`src/rtl/icache_pkg.sv`:
```
// icache_pkg: shared constants for the instruction cache and its memory-controller
// block-read interface (state encodings, geometry defaults, handshake timing).
package icache_pkg;

    localparam int unsigned ADDR_W          = 32;
    localparam int unsigned BLOCK_W         = 32;
    localparam int unsigned ENTRY_BITS_DEF  = 4;

    // Controller timing for one block read: memory read cycles, controller
    // overhead cycles, and the gap before it re-samples a query after confirming.
    localparam int unsigned MEM_READ_CYCLES = 4;
    localparam int unsigned CTRL_CYCLES     = 2;
    localparam int unsigned CONFIRM_GAP     = 1;

    typedef enum logic [0:0] {
        IDLE      = 1'b0,
        MISS_WAIT = 1'b1
    } state_t;

endpackage

```
`src/rtl/icache_line_store.sv`:
```
// icache_line_store: valid/tag/data arrays for the direct-mapped cache.
//   clk_in, rst_in : clock, synchronous active-high reset (clears valid bits only)
//   wr_en          : write a line (valid=1, tag, data) at wr_idx
//   wr_idx/wr_tag/wr_data : write port
//   rd_idx         : combinational read index
//   rd_valid/rd_tag/rd_data : line contents at rd_idx
module icache_line_store
    import icache_pkg::*;
#(
    parameter int unsigned ENTRY_BITS = ENTRY_BITS_DEF,
    parameter int unsigned TAG_W      = ADDR_W - ENTRY_BITS - 2
) (
    input  logic                  clk_in,
    input  logic                  rst_in,
    input  logic                  wr_en,
    input  logic [ENTRY_BITS-1:0] wr_idx,
    input  logic [TAG_W-1:0]      wr_tag,
    input  logic [BLOCK_W-1:0]    wr_data,
    input  logic [ENTRY_BITS-1:0] rd_idx,
    output logic                  rd_valid,
    output logic [TAG_W-1:0]      rd_tag,
    output logic [BLOCK_W-1:0]    rd_data
);

    localparam int unsigned LINES = 1 << ENTRY_BITS;

    logic [LINES-1:0]   valid_q;
    logic [TAG_W-1:0]   tag_q  [LINES];
    logic [BLOCK_W-1:0] data_q [LINES];

    // Valid bits: only storage that needs a reset value.
    always_ff @(posedge clk_in) begin
        if (rst_in) begin
            valid_q <= '0;
        end else if (wr_en) begin
            valid_q[wr_idx] <= 1'b1;
        end
    end

    // Tag/data payload: no reset, contents are qualified by the valid bit.
    always_ff @(posedge clk_in) begin
        if (wr_en) begin
            tag_q[wr_idx]  <= wr_tag;
            data_q[wr_idx] <= wr_data;
        end
    end

    assign rd_valid = valid_q[rd_idx];
    assign rd_tag   = tag_q[rd_idx];
    assign rd_data  = data_q[rd_idx];

endmodule

```
`src/rtl/icache.sv`:
```
// icache: direct-mapped instruction cache, one 32-bit word per line.
//   clk_in, rst_in  : clock, synchronous active-high reset
//   rdy_in          : global ready; low freezes every register
//   clear_in        : abandon pending fetch (flush / mispredict)
//   fetch_en/fetch_addr   : fetch request pulse and byte address
//   fetch_ready/fetch_inst: one-cycle response pulse and instruction word
//   mem_query_en/mem_head_addr : block-read request to the memory controller
//   mem_block_en/mem_block_data: block-read response from the controller
module icache
    import icache_pkg::*;
#(
    parameter int unsigned ENTRY_BITS = ENTRY_BITS_DEF
) (
    input  logic               clk_in,
    input  logic               rst_in,
    input  logic               rdy_in,
    input  logic               clear_in,
    input  logic               fetch_en,
    input  logic [ADDR_W-1:0]  fetch_addr,
    output logic               fetch_ready,
    output logic [BLOCK_W-1:0] fetch_inst,
    output logic               mem_query_en,
    output logic [ADDR_W-1:0]  mem_head_addr,
    input  logic               mem_block_en,
    input  logic [BLOCK_W-1:0] mem_block_data
);

    localparam int unsigned TAG_W = ADDR_W - ENTRY_BITS - 2;

    state_t state;
    state_t state_next;

    logic               drop;
    logic               drop_next;
    logic               fetch_ready_next;
    logic [BLOCK_W-1:0] fetch_inst_next;
    logic               mem_query_en_next;
    logic [ADDR_W-1:0]  mem_head_addr_next;
    logic               fill_en_c;

    logic [ENTRY_BITS-1:0] rd_idx;
    logic [TAG_W-1:0]      fetch_tag;
    logic [ENTRY_BITS-1:0] wr_idx;
    logic [TAG_W-1:0]      wr_tag;
    logic                  line_valid;
    logic [TAG_W-1:0]      line_tag;
    logic [BLOCK_W-1:0]    line_data;
    logic                  hit_c;
    logic                  fetch_go_c;
    logic                  unused_addr_bits;

    // Lookup uses the live fetch address; the fill uses the latched query address.
    assign rd_idx     = fetch_addr[ENTRY_BITS+1:2];
    assign fetch_tag  = fetch_addr[ADDR_W-1:ENTRY_BITS+2];
    assign wr_idx     = mem_head_addr[ENTRY_BITS+1:2];
    assign wr_tag     = mem_head_addr[ADDR_W-1:ENTRY_BITS+2];
    assign unused_addr_bits = ^fetch_addr[1:0];

    assign hit_c      = line_valid && (line_tag == fetch_tag);
    assign fetch_go_c = fetch_en && !clear_in;

    icache_line_store #(
        .ENTRY_BITS (ENTRY_BITS),
        .TAG_W      (TAG_W)
    ) u_line_store (
        .clk_in   (clk_in),
        .rst_in   (rst_in),
        .wr_en    (fill_en_c && rdy_in && !rst_in),
        .wr_idx   (wr_idx),
        .wr_tag   (wr_tag),
        .wr_data  (mem_block_data),
        .rd_idx   (rd_idx),
        .rd_valid (line_valid),
        .rd_tag   (line_tag),
        .rd_data  (line_data)
    );

    // State register.
    always_ff @(posedge clk_in) begin
        if (rst_in) begin
            state <= IDLE;
        end else if (rdy_in) begin
            state <= state_next;
        end
    end

    // Next-state logic.
    always_comb begin
        state_next = state;
        unique case (state)
            IDLE: begin
                if (fetch_go_c && !hit_c) begin
                    state_next = MISS_WAIT;
                end
            end
            MISS_WAIT: begin
                if (mem_block_en) begin
                    state_next = IDLE;
                end
            end
        endcase
    end

    // Output / datapath next values. fetch_ready is a pulse, so it defaults to 0;
    // a clear in IDLE therefore also kills any response that is currently showing.
    always_comb begin
        fetch_ready_next   = 1'b0;
        fetch_inst_next    = fetch_inst;
        mem_query_en_next  = mem_query_en;
        mem_head_addr_next = mem_head_addr;
        drop_next          = drop;
        fill_en_c          = 1'b0;
        unique case (state)
            IDLE: begin
                drop_next = 1'b0;
                if (fetch_go_c) begin
                    if (hit_c) begin
                        fetch_ready_next = 1'b1;
                        fetch_inst_next  = line_data;
                    end else begin
                        mem_query_en_next  = 1'b1;
                        mem_head_addr_next = {fetch_addr[ADDR_W-1:2], 2'b00};
                    end
                end
            end
            MISS_WAIT: begin
                if (mem_block_en) begin
                    // Fill always lands; only the response is suppressed by a clear.
                    mem_query_en_next = 1'b0;
                    fill_en_c         = 1'b1;
                    drop_next         = 1'b0;
                    if (!drop && !clear_in) begin
                        fetch_ready_next = 1'b1;
                        fetch_inst_next  = mem_block_data;
                    end
                end else if (clear_in) begin
                    // Controller cannot abort, so keep the query up and drop the result.
                    drop_next = 1'b1;
                end
            end
        endcase
    end

    // Registered outputs and drop flag.
    always_ff @(posedge clk_in) begin
        if (rst_in) begin
            fetch_ready   <= 1'b0;
            fetch_inst    <= '0;
            mem_query_en  <= 1'b0;
            mem_head_addr <= '0;
            drop          <= 1'b0;
        end else if (rdy_in) begin
            fetch_ready   <= fetch_ready_next;
            fetch_inst    <= fetch_inst_next;
            mem_query_en  <= mem_query_en_next;
            mem_head_addr <= mem_head_addr_next;
            drop          <= drop_next;
        end
    end

endmodule

```
`config.mk`:
```
export PLATFORM = sky130hd
export DESIGN_NAME = icache
export DESIGN_NICKNAME = d
export VERILOG_FILES = /design/src/rtl/icache_pkg.sv /design/src/rtl/icache_line_store.sv /design/src/rtl/icache.sv
export SDC_FILE = /design/constraint.sdc
export NUM_CORES = 1
export LEC_CHECK = 0
export CAP_MARGIN = 10
export CORE_ASPECT_RATIO = 1.1
export CORE_UTILIZATION = 30
export CTS_CLUSTER_DIAMETER = 60
export DETAILED_ROUTE_END_ITERATION = 6
export PLACE_DENSITY_LB_ADDON = 0.25
export SLEW_MARGIN = 20
export SYNTH_ARGS = -nofsm -noshare
export SYNTH_HDL_FRONTEND = slang
export SYNTH_SLANG_ARGS = --single-unit
export TNS_END_PERCENT = 10
```
`constraint.sdc`:
```
create_clock -name clk_in -period 9.21 [get_ports clk_in]
set_input_delay 1.842 -clock clk_in [delete_from_list [all_inputs] [get_ports clk_in]]
set_output_delay 1.842 -clock clk_in [all_outputs]
set_load 0.005 [all_outputs]
```
# ---- Word level (Yosys, flattened, before mapping)
# Memory sizes are Yosys's and may differ from the RTL's.
# Cells that the tools add are included.
dict set report classes {
  eq_ne 7
  mux 28
  bitwise_logic 3
  n_div 0
  reduce_logical 15
  multipliers 0
  n_shift 0
  magnitude_cmp 3
  addsub 0
}
# operator n
set op_table {}
lappend op_table {{two-way mux 32 bit} 4}
lappend op_table {{case mux 32 bit (2 select lines)} 1}
lappend op_table {{== test 26 bit} 1}
lappend op_table {{two-way mux 1 bit} 17}
lappend op_table {{bitwise OR 16 bit} 1}
lappend op_table {{less-than comparator 4 x 5 -> 1 bit, second input constant} 2}
lappend op_table {{!= test 2 bit, second input constant} 4}
lappend op_table {{case mux 1 bit (2 select lines)} 4}
lappend op_table {{AND reduction 4 bit} 2}
lappend op_table {{logical AND 1 bit} 7}
lappend op_table {{AND reduction 5 bit} 1}
lappend op_table {{binary-select mux 1 bit (select 4 bit)} 1}
lappend op_table {{demux 1 bit (select 4 bit)} 1}
lappend op_table {{greater-or-equal comparator 4 x 1 -> 1 bit, second input constant} 1}
lappend op_table {{logical NOT 1 bit} 4}
lappend op_table {{!= test 3 bit, second input constant} 1}
lappend op_table {{!= test 2 x 1 -> 1 bit, second input constant} 1}
lappend op_table {{inverter 1 bit} 2}
lappend op_table {{AND reduction 2 bit} 1}
dict set report word_totals {
  latchBits 0
  regBits 82
  inputBits 70
  mem_bits_ro 0
  mem_bits_rw 928
  mem_count 2
  output_inout_bits 66
}
# memory depth width read_ports rd_ports_with_merged_regs wr line
set memory_table {}
lappend memory_table {u_line_store.data_q 16 32 1 0 1 icache_line_store.sv:29} ;# logic [BLOCK_W-1:0] data_q [LINES];
lappend memory_table {u_line_store.tag_q 16 26 1 0 1 icache_line_store.sv:28} ;# logic [TAG_W-1:0] tag_q [LINES];

# ---- Depth between registers and ports, before layout
# Gate-level depths: netlist of run 1.
dict set report logic_depth {
  word_depth 7
  depth_mapped 14
}

# ---- Cells and area by module
# A second synthesis of run 1 with hierarchy kept.
dict set report unflattened {
  cells_unflattened 1927
  hier_area_um2 38934.8
}
# module instances seq_area_each_um2 cells_per_inst area_per_inst_um2
set by_module_without_submodules {}
lappend by_module_without_submodules {icache_line_store 1 28187.0 1506 35323.9}
lappend by_module_without_submodules {icache 1 1321.3 421 3611.0}

# ---- Least setup slack after synthesis of run 1
# No wires, ideal clock.
dict set report synth_path {
  kind {in2reg}
  startpoint {in rst_in}
  endpoint {mem u_line_store.data_q[12][0], enable pin}
  arrival_ps 6381
  stages 4
  setup_ps 547
  required_ps 8663
  n_path_buf 1
  slack_ps 2281
  path_cell_list {clkbuf_1 > nor2_1 > nand3_1 > nor3_1}
}
dict set report synth_between {
  elab_chain_len 4
}
# item line
set synth_lines {}
lappend synth_lines {{start, declared} icache.sv:15} ;# input logic rst_in,
lappend synth_lines {{logical NOT 1 bit} icache.sv:68} ;# .wr_en (fill_en_c && rdy_in && !rst_in),
lappend synth_lines {{logical AND 1 bit} icache.sv:68}
lappend synth_lines {{two-way mux 1 bit} icache_line_store.sv:42} ;# if (wr_en) begin
lappend synth_lines {{two-way mux 1 bit (not written as such)} icache_line_store.sv:44} ;# data_q[wr_idx] <= wr_data;
lappend synth_lines {{end, declared} icache_line_store.sv:29}
# No other way between the ends.

# ---- Worst setup path after layout of run 1
dict set report layout_path {
  startpoint {in fetch_addr[4]}
  endpoint {reg fetch_inst[4]}
}
dict set report layout_between {
  elab_chain_len 5
}
# item line
set layout_lines {}
lappend layout_lines {{start, declared} icache.sv:19} ;# input logic [ADDR_W-1:0] fetch_addr,
lappend layout_lines {{memory read (16 x 26 bit) or binary-select mux 1 bit (select 4 bit) (tied branches)} --}
lappend layout_lines {{== test 26 bit or two-way mux 1 bit (tied branches)} {icache.sv:59, icache_line_store.sv:48}}
lappend layout_lines {{logical AND 1 bit} icache.sv:59} ;# assign hit_c = line_valid && (line_tag == fetch_tag);
lappend layout_lines {{!= test 2 bit (no source line)} --}
lappend layout_lines {{AND reduction 5 bit (no source line)} --}
lappend layout_lines {{end signal, assigned} icache.sv:154} ;# fetch_inst <= fetch_inst_next;
lappend layout_lines {{end, declared} icache.sv:21} ;# output logic [BLOCK_W-1:0] fetch_inst,
# Parallel ways exist; a longest one is shown, timed or not. The select of a mux whose other input is x is not followed.
# A chain may end at the register's enable or synchronous reset.

==> results of run 1 <==
[power groups by stage]
stage	Combinational, mW	Clock (mW)	Sequential, mW
2_1_floorplan	0.282	0	5.15
3_3_place_gp	0.465	0	5.17
3_5_place_dp	0.472	0	5.18
4_1_cts	0.475	4.52	5.08
5_1_grt	0.501	4.68	5.09
6_report	0.464	4.42	5.08
[layer usage]
layer,up-vias,GRT usage [%]
met2,577,25.1
met1,10968,21.6
met4,14,3.57
met5,-,0
li1,8559,-
met3,146,3.25
[area by class of cell]
class	instances	area [µm²]	area share, %
flip-flops and latches	1010	29500	62.4
well taps	1775	2220	4.70
repair buffers	184	1730	3.67
clock buffers	152	3090	6.54
inverters	34	130	0.275
clock inverters	52	566	1.20
multi-input cells	824	10000	21.2
diodes	2	5.00	0.0106
[sequential cells by signal (all words and copies together) (netlist names)]
signal and count:
u_line_store.data_q 512, u_line_store.tag_q 416, fetch_inst 32, mem_head_addr 30
u_line_store.valid_q 16, drop 1, fetch_ready 1, mem_query_en 1
state 1
[kinds of logic (layout without fill, tap and decap cells)]
kind of cell | Yosys count | after routing | share of synthesized area, %
AOI/OAI and AO/OA | 163 | 163 | 3.01
xor gates and xnor gates | 34 | 34 | 0.744
buffers and inverters | 159 | 422 | 1.72
DFF | 1010 | 1010 | 73.7
muxes | 388 | 388 | 17.9
other | 1 | 4 | 0.00936
and+or+nand+nor | 237 | 237 | 2.91
[placed cells by master (no fill, tap or decap), types with 7 or more instances in the layout]
cell type,n
nand2b_1,31
buf_4,51
clkdlybuf4s50_1,126
a22oi_1,9
mux2_2,7
mux2_1,9
dfxtp_1,81
clkinv_2,18
clkbuf_8,19
a31oi_1,31
mux2i_1,110
mux4_2,262
and2_1,29
inv_1,30
nor2_4,12
a211oi_1,32
xnor2_1,25
xor2_1,9
clkbuf_1,24
edfxtp_1,928
a32oi_1,30
nand3_1,11
nor2_1,44
clkbuf_16,110
bufinv_16,10
a21oi_1,9
o211ai_1,25
nand2_1,73
nor2b_1,13
clkinv_1,11
[worst max-delay path by stage]
stage	depth (start not counted)	to	slack, ns	startpoint
finish	12	fetch_inst[4]	3.56	fetch_addr[4]
detailed placement	12	fetch_inst[4]	2.74	fetch_addr[4]
global placement	12	fetch_inst[6]	2.73	fetch_addr[4]
CTS	12	fetch_inst[4]	3.47	fetch_addr[4]
floorplan	4	u_line_store.data_q[12][0]	2.28	rst_in
global route	12	fetch_inst[7]	3.31	fetch_addr[2]
[stage by stage]
| step | util (%) | hold WS, ns | worst slack (ns) | std cells |
|---|---|---|---|---|
| finish | 35.7 | 0.452 | 3.56 | 4033 |
| global route | 35.7 | 0.472 | 3.31 | 4031 |
| CTS | 35.7 | 0.452 | 3.47 | 4031 |
| detailed placement | 32.9 | 0.438 | 2.74 | 3827 |
| global placement | 32.9 | 0.428 | 2.73 | 3827 |
| floorplan | - | 0.421 | 2.28 | 1993 |
[worst max-delay path: cells and delay by family]
| family | cells | cell delay (ns) |
|---|---|---|
| simple gates | 2 | 0.16 |
| compound gates | 2 | 0.53 |
| xor+xnor | 1 | 0.20 |
| mux | 3 | 1.07 |
| buf+inv | 4 | 2.13 |
==> impl_metrics.toml, run 1 <==
[final_layout]
fin_area_um2 = 47300
drive_gt1_share_pct = 23.4
num-nets-final = 2232
area_delta_synth_final_pct = 18.0
fill_cells = 12363

[worst_setup_path]
crit_fanout = 58
critPathSlowestCell = "buf_4"
worst_setup_path_end_kind = "register"
rr_worst_depth = 7
r2r_start = "state"
cp_common_cell = "buf_4"
worstSetupStartpointType = "input pin"
max_stage_delay_ns = 0.80
cp.arrival_ns = 6.21
path_class = "input pin to register"
critical_path_required_ns = 9.78
path_cells = "buf_6 > buf_4 > mux4_2 > xnor2_1 > mux2i_1 > nor3_1 > o22ai_1 > nor4_4 > buf_4 > a21oi_4 > buf_4 > mux2_1"
r2r_slack_ns = 5.17
r2r_end = "u_line_store.data_q[1][24]"

[synthesis]
seq_area_frac_synth_pct = 73.7
synth-edff-count = 928
yosys.area.top_type_share_pct = 69.6
syn_area_per_cell_um2 = 20.1
yosysWarningCount = 0
ys_async_sr_fraction_pct = 0
synth_cell_types = 51
synth.most_common_cell = "edfxtp_1"
synth_common_cells = "edfxtp_1 (928), mux4_2 (262), mux2i_1 (110)"
synth_area_leaders = "edfxtp_1 (70%), mux4_2 (15%), dfxtp_1 (4.1%)"
synth_flop_cell = "edfxtp_1"
ys_ff_latch = 1010
yosysTopAreaCell = "edfxtp_1"
syn_inst = 1992
syn_area_um2 = 40000

[power_and_ir_drop]
ir_worst_vdd_v = 0.000144
switchingPower_mw = 2.11
p_clk_share_pct = 44.4
p_leak_nw = 15.0
switching_share_pct = 21.1
power_density_nw_per_um2 = 211
pwr-share-comb_pct = 4.7
intPower_mw = 7.86
p_total_mw = 9.97
pwr-share-seq_pct = 51.0

[sta]
hold_violations = 0
worst_pin_slew_ns = 1.11
fin_crit_sh_pct = 61.3
skew_ns = 0.0317
min_period_ns = 5.65
maxSlewViolCount = 0
max_slew_margin_pct = 26.3
setup_violations = 0
setup_tns_ns = 0
fmax_mhz = 177
grt_setup_unrepaired = "false"

[detailed_routing]
wl_met3_um = 5760
drc_errors = 0
ant_nets = 0
drt_pass1_iterations = 5
vias = 20264
highest_layer = "met5"
wl_met1_um = 46800
first_iter_violations = 1622
dr_wl_met2_um = 50500
drt-vias-per-instance = 5.02
drt-total-wl_um = 105000
wl_per_cell_um = 26.1

[grt]
globalRoute.totalOverflow = 0
grt_start_max_net_pins = 111
antenna_found_initial = 13
grt_pass1_wl_um = 151000
grt_pass1_vias = 21105
grt.total_usage_pct = 15.6

[clock_tree]
clk_pin_slew_ns = 0.06
insertion_delay_ns = 0.68
cts.sinks = 1010
cts_resized = 0
hold_buffers = 0
numCtsBuffers = 108
cts_root_buffer = "clkbuf_16"
cts_setup_buffers = 0
ctsLongestPathBuffers = 3
htreeDepth = 3
cts_tree = "yes"

[die]
start_util_pct = 30.2
boundaryPins = 136
coreArea_um2 = 132000
die_w_um = 350
die_h_um = 385
fp-row-count = 140
die-area_um2 = 135000

[worst_hold_path]
hp-class = "register to register"
whs_path_depth = 1
min_from = "u_line_store.valid_q[6]"
whs_endpoint = "u_line_store.valid_q[6]"

[placement]
gp_congestion = 0.732
place_area_um2 = 43600
dp_hpwl_um = 55300
place.port_buffers = 131

[outcome]
status = "completed"

[run]
maxCapViolations = 0
Note: power is estimated with default switching activity, not from simulation.
==> run 2, diff against run 1 <==
clock period = 4.6 ns   (was 9.21 ns; I/O delays follow)
==> run 2 against run 1 <==
  * Core utilization is 0.46 points higher
  * Register-to-register slack worse by 3.9 ns
  * Global-route usage is 0.17 points higher
  * Sequential share of layout area down 0.80 points
  * Count of clock-buffer cells in the layout shrank 1
  * Power grew 100%
  * Wire length up 0.61%
  * First-iteration DRC count rose by 18%
  * Combinational power up 110%
  * Flip-flop and latch count did not move
  * Sequential power is 100% higher
  * Critical path type unchanged
  * Critical endpoint is now mem_head_addr[23]
  * Largest cell class unchanged
==> impl_metrics.toml, run 2 (same netlist as run 1, synthesis figures left out) <==
[worst_setup_path]
worst_setup_path_end_kind = "register"
critical_path_required_ns = 5.14
path_class = "input pin to register"
worstSetupStartpointType = "input pin"
crit_fanout = 30
cp.arrival_ns = 4.18

[detailed_routing]
ant_nets = 0
drc_errors = 0
vias = 20377
drt_pass1_iterations = 5
first_iter_violations = 1913
drt-vias-per-instance = 5.01
wl_per_cell_um = 26.0
drt-total-wl_um = 106000

[clock_tree]
htreeDepth = 3
hold_buffers = 0
cts.sinks = 1010
clk_pin_slew_ns = 0.06
cts_resized = 0
cts_setup_buffers = 0
cts_tree = "yes"
ctsLongestPathBuffers = 3
insertion_delay_ns = 0.69
numCtsBuffers = 110
cts_root_buffer = "clkbuf_16"

[sta]
maxSlewViolCount = 0
fmax_mhz = 274
grt_setup_unrepaired = "false"
setup_tns_ns = 0
skew_ns = 0.0221
min_period_ns = 3.64
hold_violations = 0
fin_crit_sh_pct = 79.2
setup_violations = 0
max_slew_margin_pct = 35.2
worst_pin_slew_ns = 0.973

[placement]
dp.cells = 3859
place.port_buffers = 131
dp_hpwl_um = 58400
gp_congestion = 0.760

[final_layout]
largest_register = "u_line_store.data_q"
final_cell_mix = "edfxtp_1 (928), mux4_2 (262), clkdlybuf4s50_1 (126), clkbuf_16 (111), mux2i_1 (110)"
stdcell_count = 4066
layout_commonest_cell = "edfxtp_1"
drive_gt1_share_pct = 24.1
area_delta_synth_final_pct = 19.5
largest_reg_flops = 512
num-nets-final = 2266
fin_util_pct = 36.2
fill_cells = 12316
largest_registers = "u_line_store.data_q x512, u_line_store.tag_q x416, fetch_inst x32"

[die]
coreArea_um2 = 132000
die_h_um = 385
die_w_um = 350
fp-row-count = 140
die-area_um2 = 135000
start_util_pct = 30.2
boundaryPins = 136

[grt]
globalRoute.totalOverflow = 0
grt_start_max_net_pins = 97
grt_pass1_wl_um = 153000
grt.total_usage_pct = 15.8
antenna_found_initial = 12
grt_pass1_vias = 21548

[run]
maxCapViolations = 0

[outcome]
status = "completed"

[worst_hold_path]
hp-class = "register to register"

[power_and_ir_drop]
p_leak_nw = 15.3
ir_worst_vdd_v = 0.000289
p_total_mw = 20.0
power_density_nw_per_um2 = 417
-- run 2: cell types whose count changed in the layout (fill, tap and decap cells not counted), sizes merged --
cell	previous run	this run
clkinv	32	30
clkbuf	153	152
inv	39	43
diode	2	1
bufinv	10	11
buf	57	89
-- run 2: per-stage QoR --
step	hold WS, ns	setup slack [ns]	instance area, µm²
final	0.456	0.955	47900
after global routing	0.461	0.664	47900
after CTS	0.449	0.883	47900
after detailed placement	0.435	0.132	44200
after global placement	0.427	0.159	44200
after floorplan	0.421	-1.41	40100
-- run 2: worst max-delay path: stages --
cell	delay, ns
buf_8	0.32
buf_12	0.29
mux4_2	0.56
xnor2_1	0.35
mux2i_1	0.13
nor3_1	0.22
o22ai_1	0.20
nor4_4	0.46
buf_4	0.35
mux2i_1	0.24
a31oi_1	0.11
-- run 2: final timing paths --
path                              startpoint                 endpoint  slack [ns]  cells past startpoint
hold / removal       u_line_store.valid_q[6]  u_line_store.valid_q[6]        0.46                      1
setup / recovery               fetch_addr[2]        mem_head_addr[23]        0.96                     11
setup reg to reg  u_line_store.tag_q[13][13]            fetch_inst[7]        1.31                      9
hold reg to reg      u_line_store.valid_q[6]  u_line_store.valid_q[6]        0.46                      1
-- run 2: area by class of cell --
cell class	count	area, µm²	area share, %
antenna	1	2.50	0.00523
clock inverter	55	641	1.34
clock buffer	151	3010	6.28
tap	1775	2220	4.64
multi-input combinational	824	10000	20.9
sequential	1010	29500	61.6
timing repair buffer	216	2350	4.91
inverter	34	130	0.272
-- run 2: routing by layer --
| metal | up-vias | track usage, % | wire length (µm) |
|---|---|---|---|
| li1 | 8627 | - | - |
| met4 | 14 | 4.42 | 2240 |
| met1 | 10949 | 20.9 | 45000 |
| met5 | - | 0 | 92 |
| met3 | 160 | 3.20 | 6530 |
| met2 | 627 | 26.1 | 51900 |
-- run 2: report_power, final --
part / internal [mW] / switching [mW]
Clock: 5.21 / 3.64
Combinational: 0.443 / 0.515
Sequential: 10.1 / 0.0964
==> run 3, diff against run 2 <==
clock period = 3.6 ns   (was 4.6 ns; I/O delays follow)
==> run 3 against run 2 <==
  * The flow now finishes with violations (DRC)
  * Flip-flop and latch count unchanged
  * Critical path depth is 1 lower
  * Core utilization grew 0.54 points
  * Die area unchanged
  * Non-clock buffer count increased by 61
  * Register-to-register slack got worse by 1.0 ns
  * Global-route usage is 0.055 points higher
  * Setup slack worse by 0.68 ns
  * Power rose by 27%
  * First-iteration DRC count shrank 5.0%
  * Combinational power rose by 36%
  * Critical path type is now register to register
  * Largest cell class unchanged
==> impl_metrics.toml, run 3 (same netlist as run 1, synthesis figures left out) <==
[outcome]
status = "finished, violations left"
violations = "DRC"

[sta]
fmax_mhz = 301
skew_ns = 0.0310
maxSlewViolCount = 0
grt_setup_unrepaired = "false"
setup_violations = 0
worst_pin_slew_ns = 0.918
min_period_ns = 3.32
fin_crit_sh_pct = 92.3
setup_tns_ns = 0
max_slew_margin_pct = 38.7
hold_violations = 0

[placement]
gp_congestion = 0.782
dp_hpwl_um = 60000
place.port_buffers = 131
dp.cells = 3920
place_area_um2 = 45000

[worst_setup_path]
cp-startpoint = "u_line_store.tag_q[10][3]"
cp.arrival_ns = 3.88
endpoint = "fetch_inst[31]"
critical_path_required_ns = 4.16
worstSetupStartpointType = "register"
path_class = "register to register"
crit_fanout = 8
r2r_start = "u_line_store.tag_q[10][3]"
r2r_slack_ns = 0.28
r2r_end = "fetch_inst[31]"
worst_setup_path_end_kind = "register"
rr_worst_depth = 10

[grt]
grt_start_max_net_pins = 79
globalRoute.totalOverflow = 0
grt_pass1_wl_um = 153000
antenna_found_initial = 11
grt_pass1_vias = 21655
grt.total_usage_pct = 15.8

[final_layout]
num-nets-final = 2325
largest_registers = "u_line_store.data_q x512, u_line_store.tag_q x416, fetch_inst x32"
stdcell_count = 4123
area_delta_synth_final_pct = 21.3
drive_gt1_share_pct = 25.9
largest_reg_flops = 512
fin_area_um2 = 48600
largest_register = "u_line_store.data_q"
final_cell_mix = "edfxtp_1 (928), mux4_2 (262), clkdlybuf4s50_1 (126), clkbuf_16 (111), mux2i_1 (110)"
layout_commonest_cell = "edfxtp_1"

[die]
die_w_um = 350
boundaryPins = 136
fp-row-count = 140
die_h_um = 385
die-area_um2 = 135000
start_util_pct = 30.2
coreArea_um2 = 132000

[worst_hold_path]
hp-class = "input pin to register"
min_from = "rst_in"

[clock_tree]
clk_pin_slew_ns = 0.06
cts_root_buffer = "clkbuf_16"
hold_buffers = 0
htreeDepth = 3
cts.sinks = 1010
insertion_delay_ns = 0.69
cts_tree = "yes"
numCtsBuffers = 108
cts_setup_buffers = 0
ctsLongestPathBuffers = 3
cts_resized = 0

[detailed_routing]
drt_pass1_iterations = 7
drt-total-wl_um = 106000
wl_per_cell_um = 25.8
drc_errors = 1
first_iter_violations = 1818
ant_nets = 0
drt-vias-per-instance = 5.01
vias = 20676

[power_and_ir_drop]
ir_worst_vdd_v = 0.000402
p_leak_nw = 15.6
power_density_nw_per_um2 = 524

[run]
maxCapViolations = 0
## run 3: changes by cell type in the layout (fill, tap and decap cells not counted), moves of 2 or more
cell        delta
clkinvlp_4     -2
nor3_4         +3
nor3_2         -3
clkinv_1       +8
inv_6          -5
buf_4         +38
clkinv_2       +2
clkbuf_1       -7
buf_12        +23
## run 3: layout make-up
class	instances	area (µm²)
Antenna cell	2	5.00
Clock buffer	145	3000
Clock inverter	56	606
Fill cell	12219	83800
Inverter	34	130
Multi-Input combinational cell	824	10000
Sequential cell	1010	29500
Tap cell	1775	2220
Timing Repair Buffer	277	3100
## run 3: critical path, cell delays in order, from the launching register on
cell      delay, ns
edfxtp_1       0.38
mux4_2         0.47
mux4_2         0.49
xor2_1         0.17
nor4_2         0.47
nand4_2        0.20
a211oi_2       0.22
buf_4          0.18
a21oi_4        0.09
buf_12         0.20
mux2_1         0.31
## run 3: power breakdown
group / internal [mW] / switching [mW]
registers: 12.9 / 0.107
clock network: 6.57 / 4.60
logic: 0.621 / 0.683
total: 20.1 / 5.39
## run 3: worst min path at each step
stage / end / slack (ns) / cells past startpoint
after CTS: mem_head_addr[3] / 0.35 / 2
after global routing: mem_head_addr[3] / 0.38 / 2
final: mem_head_addr[3] / 0.42 / 2
after detailed placement: u_line_store.valid_q[4] / 0.44 / 1
after floorplan: u_line_store.valid_q[4] / 0.42 / 1
after global placement: u_line_store.valid_q[5] / 0.43 / 1
## run 3: metrics by stage
stage / hold slack [ns] / utilization (%) / worst slack, ns / power [mW]
3_5_place_dp: 0.439 / 34.0 / -0.425 / 14.6
2_1_floorplan: 0.421 / - / -0.637 / 13.9
6_report: 0.423 / 36.7 / 0.278 / 25.4
5_1_grt: 0.384 / 36.7 / 0.175 / 26.2
4_1_cts: 0.355 / 36.7 / 0.252 / 25.7
3_3_place_gp: 0.430 / 34.0 / -0.441 / 14.5
## run 3: metal layers
layer,global-route usage [%],vias up,routed length [µm]
met4,4.38,6,2730
met2,25.8,638,51200
li1,-,8750,-
met3,2.84,189,5910
met1,21.6,11093,46500
met5,0,-,34
